[config.mk]
export PLATFORM = sky130hd
export DESIGN_NAME = write_iq
export DESIGN_NICKNAME = d
export VERILOG_FILES = /design/src/rtl/write_iq.sv
export SDC_FILE = /design/constraint.sdc
export NUM_CORES = 1
export LEC_CHECK = 0
export ABC_AREA = 1
export CAP_MARGIN = 40
export CORE_UTILIZATION = 45
export DETAILED_ROUTE_END_ITERATION = 10
export GPL_TIMING_DRIVEN = 0
export PLACE_DENSITY = 0.9
export SYNTH_ARGS = -nofsm -noshare
export SYNTH_HDL_FRONTEND = slang
export SYNTH_SLANG_ARGS = --single-unit
[constraint.sdc]
create_clock -name clock -period 3.6 [get_ports clock]
set_input_delay 0.54 -clock clock [delete_from_list [all_inputs] [get_ports clock]]
set_output_delay 0.54 -clock clock [all_outputs]
set_load 0.05 [all_outputs]
[src/rtl/write_iq.sv]
// write_iq: dequantizes paired I/Q samples from two FWFT FIFOs and serializes them
// onto a byte FIFO as I_lo, I_hi, Q_lo, Q_hi (little-endian, two's complement).
module write_iq #(
    parameter int DATA_WIDTH = 32,
    parameter int BITS       = 10
) (
    input  logic                  clock,
    input  logic                  reset,
    input  logic [DATA_WIDTH-1:0] I_dout,
    input  logic                  I_empty,
    output logic                  I_rd_en,
    input  logic [DATA_WIDTH-1:0] Q_dout,
    input  logic                  Q_empty,
    output logic                  Q_rd_en,
    output logic [7:0]            out_din,
    input  logic                  out_full,
    output logic                  out_wr_en,
    output logic [15:0]           sat_count
);
    typedef enum logic [2:0] {S_IDLE, S_B0, S_B1, S_B2, S_B3} state_t;
    localparam logic signed [DATA_WIDTH-1:0] S_MAX = DATA_WIDTH'(32767);
    localparam logic signed [DATA_WIDTH-1:0] S_MIN = DATA_WIDTH'(-32768);
    state_t state, state_nx;
    logic [15:0] i_reg, q_reg, i_sat, q_sat;
    logic i_clip, q_clip, pop;
    logic [16:0] sat_sum;

    // Returns {clamped, value}: floor shift, then clamp to signed 16 bit.
    function automatic logic [16:0] sat16(input logic [DATA_WIDTH-1:0] x);
        logic signed [DATA_WIDTH-1:0] s;
        s = $signed(x) >>> BITS;
        return s > S_MAX ? {1'b1, 16'h7FFF} : s < S_MIN ? {1'b1, 16'h8000} : {1'b0, s[15:0]};
    endfunction

    assign {i_clip, i_sat} = sat16(I_dout);
    assign {q_clip, q_sat} = sat16(Q_dout);
    assign I_rd_en = pop;
    assign Q_rd_en = pop;
    assign sat_sum = {1'b0, sat_count} + 17'(i_clip) + 17'(q_clip);

    always_comb begin
        out_wr_en = state != S_IDLE && !out_full;
        out_din   = state == S_B0 ? i_reg[7:0] : state == S_B1 ? i_reg[15:8] :
                    state == S_B2 ? q_reg[7:0] : state == S_B3 ? q_reg[15:8] : 8'h00;
        // Pops are gated by reset so nothing is consumed while the block is held in reset.
        pop       = reset && !I_empty && !Q_empty && (state == S_IDLE || (state == S_B3 && !out_full));
        state_nx  = pop ? S_B0 : (state == S_IDLE || !out_wr_en) ? state :
                    state == S_B3 ? S_IDLE : state_t'(state + 3'd1);
    end

    always_ff @(posedge clock or negedge reset) begin
        if (!reset) begin
            state     <= S_IDLE;
            i_reg     <= '0;
            q_reg     <= '0;
            sat_count <= '0;
        end else begin
            state <= state_nx;
            if (pop) begin
                i_reg     <= i_sat;
                q_reg     <= q_sat;
                sat_count <= sat_sum[16] ? 16'hFFFF : sat_sum[15:0];
            end
        end
    end
endmodule

==> qor.txt <==
MIN PATH
---------------------------------------------------------------------------------
Kind of path behind the tightest hold check                          input pin to asynchronous set/reset pin

SYNTHESIS
---------------------------------------------------------------------------------
Sequential fraction of the synthesis area                                   44.0%
Yosys top cell by area                                               sky130_fd_sc_hd__dfrtp_1
Share of flip-flops with an asynchronous set or reset                        100%
Area share of the largest cell type after synthesis                         44.0%
Most frequently used flop master after synthesis                     sky130_fd_sc_hd__dfrtp_1
Library cells used by synthesis                                                29
Number of instances in the synthesized netlist                                385
Average footprint of a synthesized cell                                  7.53 µm²
Post-Syn Area                                                            2900 µm²
Cell types occupying the most area after synthesis                   sky130_fd_sc_hd__dfrtp_1, sky130_fd_sc_hd__nand2_1, sky130_fd_sc_hd__o21ai_0, sky130_fd_sc_hd__inv_1, sky130_fd_sc_hd__nand3_1
Yosys Warn Count                                                                0
Post-synth EDFFs                                                                0
Number of nets produced by synthesis                                          461
Synth Register Bits                                                            51

GRT
---------------------------------------------------------------------------------
First-pass GRT wire length                                               12400 µm
Number of antenna violations at the first check in global routing               0
Largest net degree at the start of global routing                              34
Global router's overall resource usage                                      24.6%
Total global routing overflow                                                   0
Vias in the first global route                                               2843

WORST SETUP PATH
---------------------------------------------------------------------------------
R2R setup slack                                                           1.63 ns
Type of the setup path with the least slack                          flop to output port
Sort of element at the start of the critical path                            flop
R2R Path End                                                         sat_count[14]
Delay-heaviest family, CP                                            buffers and inverters
Critical Path Fanout Max                                                       10
Endpoint kind of the worst setup timing path                          output port
Worst reg2reg startpoint                                             sat_count[0]
Cell depth of the worst flop-to-flop path                                       9
WP data required                                                          3.06 ns
CP bufs+invs                                                                    3
Largest stage delay, worst path                                           0.81 ns
Cell-by-cell trace of the critical path                              ha_1 -> ha_1 -> clkbuf_1 -> clkbuf_1 -> nor3_1 -> o221ai_1 -> nand2_1 -> clkdlybuf4s50_1
Critical-path top delay cell                                         sky130_fd_sc_hd__clkdlybuf4s50_1
Arrival time of data at the critical path endpoint                        3.01 ns

PLACEMENT
---------------------------------------------------------------------------------
Total placed instance area                                               3760 µm²
Placed wire-length estimate after detailed placement                      5940 µm
Quantity of I/O buffers inserted on ports                                      75
Placer's final routability congestion estimate                              0.894

CTS
---------------------------------------------------------------------------------
Maximum clock path buffer count                                                 2
Number of buffers created by CTS                                                5
CTS sink count                                                                 51
Clock slew seen by the registers of the worst setup and hold paths        0.10 ns
Clock tree from TritonCTS                                                    done
Clock insertion delay at the later pin of the skew report                 0.32 ns
Htree depth                                                                     2
Root Buffer Master                                                   sky130_fd_sc_hd__clkbuf_8
Number of hold buffers added after CTS                                          0

LAYOUT
---------------------------------------------------------------------------------
FILL cells                                                                    522
# nets final                                                                  544
Fraction of final layout cells with drive strength greater than 1           5.54%
Number of inserted diodes                                                       0
Post-route core utilization                                                 63.5%
Area growth from synthesis to layout                                        32.9%
Design area                                                              3850 µm²
Most frequent cells in the layout                                    sky130_fd_sc_hd__nand2_1, sky130_fd_sc_hd__clkdlybuf4s50_1, sky130_fd_sc_hd__dfrtp_1, sky130_fd_sc_hd__inv_1
Most common cell after layout, fill and taps aside                   sky130_fd_sc_hd__nand2_1

DIE
---------------------------------------------------------------------------------
X dimension of the die                                                    82.2 µm
Die Span Y                                                                82.2 µm
Initial standard-cell utilization of the core                               47.8%
Area inside the core boundary                                            6060 µm²
Total die area                                                           6760 µm²
Top-level I/O count                                                            96
Placement row count                                                            28

PWR
---------------------------------------------------------------------------------
Power density over the cells                                           612 nW/µm²
Largest voltage drop on the vdd net                                    0.000716 V
Static leakage power                                                   0.00187 µW

TIMING
---------------------------------------------------------------------------------
Worst Clk Skew                                                          0.0119 ns
Post-layout minimum cycle time                                            3.55 ns
Worst hold slack across all endpoints                                    0.124 ns
Endpoints failing hold                                                          0
Achievable frequency                                                    0.282 GHz
Worst slew pin tran                                                      0.558 ns
Final Max Slew Viols                                                            0
Setup repair after global routing missed its margin                         false
Final setup violating endpoints                                                 0
Max-slew headroom at the worst pin                                          62.4%
Final clock period utilization by the worst path                            98.7%

STATUS
---------------------------------------------------------------------------------
Outcome                                                                 completed

DETAILED ROUTING
---------------------------------------------------------------------------------
Post-route DRC violation count                                                  0
First-pass iteration count of the detailed router                               6
Final wirelength                                                          7650 µm
Routed wirelength normalized by instance count                            14.1 µm
Initial DRC Count                                                             238
Post-route ant nets                                                             0
Vias after detailed routing                                                  2930
Drt via density                                                              5.39

RUN
---------------------------------------------------------------------------------
MaxCap Viol Count                                                               0

==> layer usage <==
metal / wire [µm] / track usage (%) / part of all wire (%)
met1: 3100 / 29.4 / 41
met2: 3850 / 43.4 / 50
met3: 493 / 4.40 / 6.4
met4: 203 / 9.82 / 2.7
met5: 0 / 0 / 0
==> cells in the mapped netlist, types with 3 or more instances <==
| cell | count |
|---|---|
| sky130_fd_sc_hd__a21oi_1 | 18 |
| sky130_fd_sc_hd__buf_2 | 6 |
| sky130_fd_sc_hd__clkbuf_1 | 5 |
| sky130_fd_sc_hd__dfrtp_1 | 51 |
| sky130_fd_sc_hd__ha_1 | 6 |
| sky130_fd_sc_hd__inv_1 | 34 |
| sky130_fd_sc_hd__nand2_1 | 130 |
| sky130_fd_sc_hd__nand3_1 | 25 |
| sky130_fd_sc_hd__nand4_1 | 4 |
| sky130_fd_sc_hd__nor2_1 | 27 |
| sky130_fd_sc_hd__nor3_1 | 11 |
| sky130_fd_sc_hd__o211ai_1 | 3 |
| sky130_fd_sc_hd__o21ai_0 | 27 |
| sky130_fd_sc_hd__o21ai_1 | 4 |
| sky130_fd_sc_hd__o221ai_1 | 7 |
| sky130_fd_sc_hd__o22ai_1 | 7 |
| sky130_fd_sc_hd__xnor2_1 | 4 |
==> layout make-up <==
cell class / count / area (µm²) / share of cell area, %
Buffer: 14 / 75.1 / 1.95
Clock buffer: 6 / 72.6 / 1.88
Clock inverter: 2 / 12.5 / 0.325
Inverter: 36 / 135 / 3.51
Multi-Input combinational cell: 284 / 1410 / 36.7
Sequential cell: 51 / 1280 / 33.1
Tap cell: 75 / 93.8 / 2.44
Timing Repair Buffer: 76 / 773 / 20.1
==> cells by family (layout without fill, tap and decap cells) <==
group | Yosys count | count (layout) | share of synthesized area (%)
AOI/OAI and AO/OA | 68 | 68 | 13.5
adders and majority gates | 7 | 7 | 3.28
buffers and inverters | 50 | 134 | 7.25
xor gates and xnor gates | 5 | 5 | 1.51
DFF | 51 | 51 | 44.0
and+or+nand+nor | 204 | 204 | 30.4
==> worst max-delay path by stage <==
stage,start,endpoint,cells after the start
6_report,state[0],out_din[0],8
5_1_grt,state[2],out_din[5],9
4_1_cts,reset,Q_rd_en,9
3_5_place_dp,reset,Q_rd_en,9
3_3_place_gp,reset,Q_rd_en,8
2_1_floorplan,Q_dout[28],sat_count[14],14
==> timing repair <==
item / 4_1_cts / 5_1_grt
buffers inserted: 0 / 0
gates resized for setup: 0 / 3
endpoints found under the setup margin: 0 / 4
==> where the power goes <==
part | internal (µW) | total [µW] | switching [µW]
clock network | 136 | 335 | 199
registers | 753 | 874 | 121
logic | 398 | 1150 | 748
==> per-stage QoR <==
| stage | instances | setup TNS [ns] | worst slack (ns) | power [µW] |
|---|---|---|---|---|
| floorplan | 385 | 0 | 1.05 | 1610 |
| global placement | 535 | -13.00 | -1.43 | 1950 |
| detailed placement | 536 | 0 | 0.0594 | 2000 |
| CTS | 544 | 0 | 0.0500 | 2350 |
| global route | 544 | 0 | 0.0102 | 2490 |
| finish | 544 | 0 | 0.0478 | 2360 |
Power figures use the tool's default switching activity.
